### src/rtl/stopwatch_ctrl_if.sv
// Stopwatch control bundle: debounced button levels and the counter-chain
// status come in; enable, count tick, clear pulse and FSM state go out.
// All signals are plain levels or single-cycle pulses, so there is no
// valid/ready handshake.
interface stopwatch_ctrl_if;
    logic       btn_start;
    logic       btn_stop;
    logic       btn_clear;
    logic       at_max;
    logic       enable;
    logic       tick;
    logic       clear;
    logic [1:0] state;

    // Button/counter side that drives the controller.
    modport master (
        output btn_start, btn_stop, btn_clear, at_max,
        input  enable, tick, clear, state
    );

    // The controller itself.
    modport slave (
        input  btn_start, btn_stop, btn_clear, at_max,
        output enable, tick, clear, state
    );
endinterface

### src/rtl/stopwatch_ctrl.sv
// Run/pause/clear sequencer for the stopwatch seconds/minutes counter chain.
// Button levels become single-cycle events, a 3-state (plus DONE) FSM gates
// a CLK_DIV prescaler that emits the 1 Hz count tick, and a clear event
// produces a one-cycle registered clear pulse to both counters.
module stopwatch_ctrl #(
    parameter int CLK_DIV     = 50_000_000,
    parameter bit STOP_AT_MAX = 1'b1
) (
    input  logic             clk,
    input  logic             rst,
    stopwatch_ctrl_if.slave  sw
);

    typedef enum logic [1:0] {
        IDLE    = 2'b00,
        RUNNING = 2'b01,
        PAUSED  = 2'b10,
        DONE    = 2'b11
    } state_t;

    localparam int               CNT_W   = $clog2(CLK_DIV);
    localparam logic [CNT_W-1:0] DIV_MAX = CNT_W'(CLK_DIV - 1);
    localparam logic [CNT_W-1:0] DIV_ONE = CNT_W'(1);

    state_t           state_q;
    logic [CNT_W-1:0] div_cnt;
    logic             clear_q;
    logic             btn_start_q;
    logic             btn_stop_q;
    logic             btn_clear_q;

    logic ev_start;
    logic ev_stop;
    logic ev_clear;
    logic terminal;
    logic max_hit;

    // Rising-edge events: a held button yields exactly one event.
    assign ev_start = sw.btn_start & ~btn_start_q;
    assign ev_stop  = sw.btn_stop  & ~btn_stop_q;
    assign ev_clear = sw.btn_clear & ~btn_clear_q;

    // Last prescaler cycle of the current second, and the freeze condition.
    assign terminal = (div_cnt == DIV_MAX);
    assign max_hit  = STOP_AT_MAX & sw.at_max;

    // Button history registers feeding the edge detectors.
    always_ff @(posedge clk) begin
        if (rst) begin
            btn_start_q <= 1'b0;
            btn_stop_q  <= 1'b0;
            btn_clear_q <= 1'b0;
        end else begin
            btn_start_q <= sw.btn_start;
            btn_stop_q  <= sw.btn_stop;
            btn_clear_q <= sw.btn_clear;
        end
    end

    // FSM, prescaler and clear pulse. Clear beats stop beats start, but an
    // event that is ignored in the current state never hides a lower one.
    always_ff @(posedge clk) begin
        if (rst) begin
            state_q <= IDLE;
            div_cnt <= '0;
            clear_q <= 1'b0;
        end else begin
            clear_q <= ev_clear;
            if (ev_clear) begin
                state_q <= IDLE;
                div_cnt <= '0;
            end else begin
                case (state_q)
                    IDLE: begin
                        if (ev_start) begin
                            state_q <= RUNNING;
                            div_cnt <= '0;
                        end
                    end
                    RUNNING: begin
                        if (ev_stop) begin
                            // Partial second is kept; a stop on the terminal
                            // cycle still lets that cycle's tick out.
                            state_q <= PAUSED;
                        end else if (terminal && max_hit) begin
                            state_q <= DONE;
                            div_cnt <= '0;
                        end else if (terminal) begin
                            div_cnt <= '0;
                        end else begin
                            div_cnt <= div_cnt + DIV_ONE;
                        end
                    end
                    PAUSED: begin
                        if (ev_start) begin
                            state_q <= RUNNING;
                        end
                    end
                    DONE: begin
                        state_q <= DONE;
                    end
                    default: begin
                        state_q <= IDLE;
                        div_cnt <= '0;
                    end
                endcase
            end
        end
    end

    // Output decode of registered state; no extra latency.
    assign sw.enable = (state_q == RUNNING);
    assign sw.tick   = (state_q == RUNNING) && terminal && !max_hit;
    assign sw.clear  = clear_q;
    assign sw.state  = state_q;

endmodule

### src/flat_wrapper.sv
// flat-port wrapper written by rule: the top's interface ports become plain ports
module stopwatch_ctrl_flat 
#(
    parameter int CLK_DIV     = 50_000_000,
    parameter bit STOP_AT_MAX = 1'b1
)
  (clk, rst, sw_btn_start, sw_btn_stop, sw_btn_clear, sw_at_max, sw_enable, sw_tick, sw_clear, sw_state);
  stopwatch_ctrl_if sw_i ();
  input  logic clk;
  input  logic rst;
  input wire logic [$bits(sw_i.btn_start)-1:0] sw_btn_start;
  input wire logic [$bits(sw_i.btn_stop)-1:0] sw_btn_stop;
  input wire logic [$bits(sw_i.btn_clear)-1:0] sw_btn_clear;
  input wire logic [$bits(sw_i.at_max)-1:0] sw_at_max;
  output wire logic [$bits(sw_i.enable)-1:0] sw_enable;
  output wire logic [$bits(sw_i.tick)-1:0] sw_tick;
  output wire logic [$bits(sw_i.clear)-1:0] sw_clear;
  output wire logic [$bits(sw_i.state)-1:0] sw_state;
  assign sw_i.btn_start = sw_btn_start;
  assign sw_i.btn_stop = sw_btn_stop;
  assign sw_i.btn_clear = sw_btn_clear;
  assign sw_i.at_max = sw_at_max;
  assign sw_enable = sw_i.enable;
  assign sw_tick = sw_i.tick;
  assign sw_clear = sw_i.clear;
  assign sw_state = sw_i.state;
  stopwatch_ctrl #(.CLK_DIV(CLK_DIV), .STOP_AT_MAX(STOP_AT_MAX)) u_core (.clk(clk), .rst(rst), .sw(sw_i));
endmodule
### config.mk
export PLATFORM = sky130hd
export DESIGN_NAME = stopwatch_ctrl_flat
export DESIGN_NICKNAME = d
export VERILOG_FILES = /design/src/rtl/stopwatch_ctrl_if.sv /design/src/rtl/stopwatch_ctrl.sv /design/src/flat_wrapper.sv
export SDC_FILE = /design/constraint.sdc
export NUM_CORES = 1
export LEC_CHECK = 0
export BUFFER_PORTS_ARGS = -buffer_cell sky130_fd_sc_hd__buf_2
export CAP_MARGIN = 20
export CORE_UTILIZATION = 33
export CTS_BUF_LIST = sky130_fd_sc_hd__clkbuf_8
export DETAILED_ROUTE_END_ITERATION = 10
export PLACE_DENSITY_LB_ADDON = 0.15
export SYNTH_ARGS = -nofsm -noshare
export SYNTH_HDL_FRONTEND = slang
export SYNTH_SLANG_ARGS = --single-unit
### constraint.sdc
create_clock -name clk -period 2.7 [get_ports clk]
set_input_delay 0.135 -clock clk [delete_from_list [all_inputs] [get_ports clk]]
set_output_delay 0.135 -clock clk [all_outputs]
set_load 0.01 [all_outputs]
==> run summary <==
number of filler cells placed in the layout: 571
CTS clk-pin slew, worst paths: 70 ps
arrival time of the worst setup path: 2440 ps
count of endpoints failing hold in the final timing report: 0
start point of the worst hold path: rst
mean routed wirelength per cell: 15.9 um
Tightest Pin Transition: 679 ps
power spent charging and discharging nets: 0.259 mW
path category of the worst min-delay check: in2reg
count of flip-flops with a built-in enable after synthesis: 0
post-DP HPWL: 3.62 mm
Slew Limit Fails: 0
flop-to-flop setup slack: 410 ps
critical path class: reg2reg
fin crit share: 84.9%
number of buffers inserted for hold repair after clock tree synthesis: 0
Crit path max-delay family: simple AND/OR/NAND/NOR gates
Post-CTS Setup Repair Bufs: 0
endpoint of the most critical register-to-register path: u_core.div_cnt[5]$_SDFFE_PP0P_
Synthesis Warnings: 0
total power: 1.09 mW
height of the die: 76.9 um
run status: finished, final reports clean
initial core utilization: 35.2%
count of TritonRoute iterations in the first routing pass: 4
Max Buffers Root-to-Sink: 2
proportion of layout cells with a drive suffix above 1: 13.5%
root buffer cell: sky130_fd_sc_hd__clkbuf_8
clock tree from TritonCTS: built
Clock Power Share: 47.4%
worst path required time: 2840 ps
power density of the placed cells: 518 nW/um^2
number of standard cells after synthesis: 233
RePlAce Congestion: 0.818
sum of buffers and inverters on the critical path: 1
Syn Nets: 241
sequential fraction of the synthesis area: 34.6%
wirelength, routed: 4.98 mm
Min Clock Period, post-route: 2290 ps
worst hold margin: 85.3 ps
Die X: 76.9 um
Total GRT Usage: 18.1%
end point of the most critical hold path: u_core.btn_stop_q$_SDFF_PP0_
number of cells traversed by the worst register-to-register path: 6
synthesized area: 1850 sq um
number of diodes added for antenna fixing: 0
source-to-sink clock delay at the later pin of the worst-skew pair: 290 ps
worst-path cell with the longest stage delay: sky130_fd_sc_hd__dfxtp_1
Post-Synthesis Mean Instance Area: 7.95 sq um
boundary pin count: 11
Slew HR: 54.8%
area of the core: 5270 sq um
die area: 5920 sq um
final worst clock skew: 8.15 ps
number of input and output port buffers inserted: 10
top library cells by usage in the layout, fill and taps aside: 32 x sky130_fd_sc_hd__dfxtp_1, 26 x sky130_fd_sc_hd__nand4_1, 25 x sky130_fd_sc_hd__nand3_1
setup TNS: 0 ps
initial antenna violation count: 0
maximum clock frequency: 0.436 GHz
largest net degree at the start of global routing: 22
number of distinct standard cells referenced by the synthesized netlist: 44
global-route wire length before repair: 8.34 mm
number of design rule violations left after detail routing: 0
leakage component of the power: 0.700 nW
multi-input gate area in the final layout: 1110 sq um
predominant post-synthesis flop cell: sky130_fd_sc_hd__dfxtp_1
drt via density: 5.67
routed vias: 1,780
Max FO, Critical Path: 21
total of flip-flops plus latches after synthesis: 32
power share of the sequential group: 44.0%
via count of the first global-routing pass: 1,659
critical path launch point type: flop
setup repair after global routing missed its margin: false
switching power as a share of total power: 23.8%
Syn-to-layout area delta: 13.6%
number of levels the H-tree was split into: 2
worst-path cell chain: nand4_1, nor2_1, a31oi_2, buf_4, a31oi_1, o22ai_1
Initial DRC Count: 129
Comb pwr share: 8.5%
number of placement rows: 26
GR Overflow Total: 0
FF+latch area: 641 sq um
# resized after CTS: 0
worst reg2reg path startpoint: u_core.div_cnt[12]$_SDFFE_PP0P_
peak per-stage delay on the critical path: 530 ps
clock sink count: 32
Max VDD drop: 0.239 mV
internal power: 0.830 mW
fin nets: 251
worst hold stages: 2
element type at the critical path end: flop
most common cell after layout, fill and taps aside: sky130_fd_sc_hd__dfxtp_1
CTS Buf Count: 5
fraction of registers with async set or reset after synthesis: 0%
final count of negative-setup-slack endpoints: 0
antenna-violating nets left: 0
total of max-cap violations: 0
-- routing by layer --
| metal | wire, um | GRT usage [%] | share of wire [%] |
|---|---|---|---|
| met4 | 38 | 6.35 | 0.76 |
| met2 | 2200 | 28.1 | 44 |
| met5 | 0 | 0 | 0 |
| met1 | 2500 | 24.9 | 50 |
| met3 | 247 | 3.33 | 5.0 |
-- power by group through the flow --
stage          Combinational, mW  Sequential [mW]  Clock (mW)
2_1_floorplan             0.0604            0.491           0
3_3_place_gp              0.0931            0.490           0
3_5_place_dp              0.0932            0.490           0
4_1_cts                   0.0934            0.479       0.527
5_1_grt                    0.103            0.480       0.550
6_report                  0.0931            0.479       0.517
-- stage by stage --
| step | instances | worst slack [ps] | utilization [%] | instance area [sq um] |
|---|---|---|---|---|
| 4_1_cts | 314 | 386 | 39.9 | 2100 |
| 3_3_place_gp | 306 | 438 | 37.5 | 1980 |
| 6_report | 314 | 409 | 39.9 | 2100 |
| 3_5_place_dp | 306 | 437 | 37.5 | 1980 |
| 5_1_grt | 314 | 232 | 39.9 | 2100 |
| 2_1_floorplan | 233 | 831 | - | 1850 |
-- layout make-up --
| cell class | count | area share, % |
|---|---|---|
| well taps | 70 | 4.16 |
| clock inverters | 1 | 1.43 |
| repair buffers | 16 | 4.52 |
| multi-input cells | 176 | 52.7 |
| clock buffers | 7 | 4.58 |
| flip-flops and latches | 32 | 30.4 |
| inverters | 12 | 2.14 |
-- synthesized netlist by cell type, types with 5 or more instances --
cell,number,area share [%]
sky130_fd_sc_hd__a21oi_1,5,1.4
sky130_fd_sc_hd__a31oi_1,10,3.4
sky130_fd_sc_hd__and3_1,6,2.0
sky130_fd_sc_hd__clkbuf_1,8,1.6
sky130_fd_sc_hd__dfxtp_1,32,35
sky130_fd_sc_hd__inv_1,12,2.4
sky130_fd_sc_hd__nand2_1,18,3.6
sky130_fd_sc_hd__nand3_1,25,6.8
sky130_fd_sc_hd__nand4_1,26,8.8
sky130_fd_sc_hd__nor2_1,17,3.4
sky130_fd_sc_hd__nor2b_1,6,2.0
sky130_fd_sc_hd__nor3_1,5,1.4
sky130_fd_sc_hd__o211ai_1,5,2.0
-- logic make-up after synthesis --
| kind of cell | count (synthesis) | synth area share (%) |
|---|---|---|
| AND/OR/NAND/NOR | 130 | 40.6 |
| AO/OA/AOI/OAI | 36 | 13.4 |
| flip-flops | 32 | 34.6 |
| buffers and inverters | 25 | 6.08 |
| XOR/XNOR | 5 | 2.36 |
| multiplexers | 3 | 1.62 |
| adder cells (fa/ha/maj) | 2 | 1.35 |
-- worst max path at each step --
stage,from,endpoint,slack [ps],cells past startpoint
2_1_floorplan,u_core.div_cnt[8]$_SDFFE_PP0P_,u_core.div_cnt[12]$_SDFFE_PP0P_,830,7
3_3_place_gp,u_core.div_cnt[12]$_SDFFE_PP0P_,u_core.div_cnt[5]$_SDFFE_PP0P_,440,6
3_5_place_dp,u_core.div_cnt[12]$_SDFFE_PP0P_,u_core.div_cnt[5]$_SDFFE_PP0P_,440,6
4_1_cts,u_core.div_cnt[12]$_SDFFE_PP0P_,sw_tick,390,5
5_1_grt,u_core.div_cnt[12]$_SDFFE_PP0P_,u_core.div_cnt[5]$_SDFFE_PP0P_,230,6
6_report,u_core.div_cnt[12]$_SDFFE_PP0P_,u_core.div_cnt[5]$_SDFFE_PP0P_,410,6
-- flip-flops by register name, summed over array words and instances (netlist names) --
signal	cells
u_core.btn_clear_q	1
u_core.btn_stop_q	1
u_core.btn_start_q	1
u_core.div_cnt	26
u_core.sw.state	2
u_core.sw.clear	1
No activity file was read; power rests on OpenSTA's default activity.
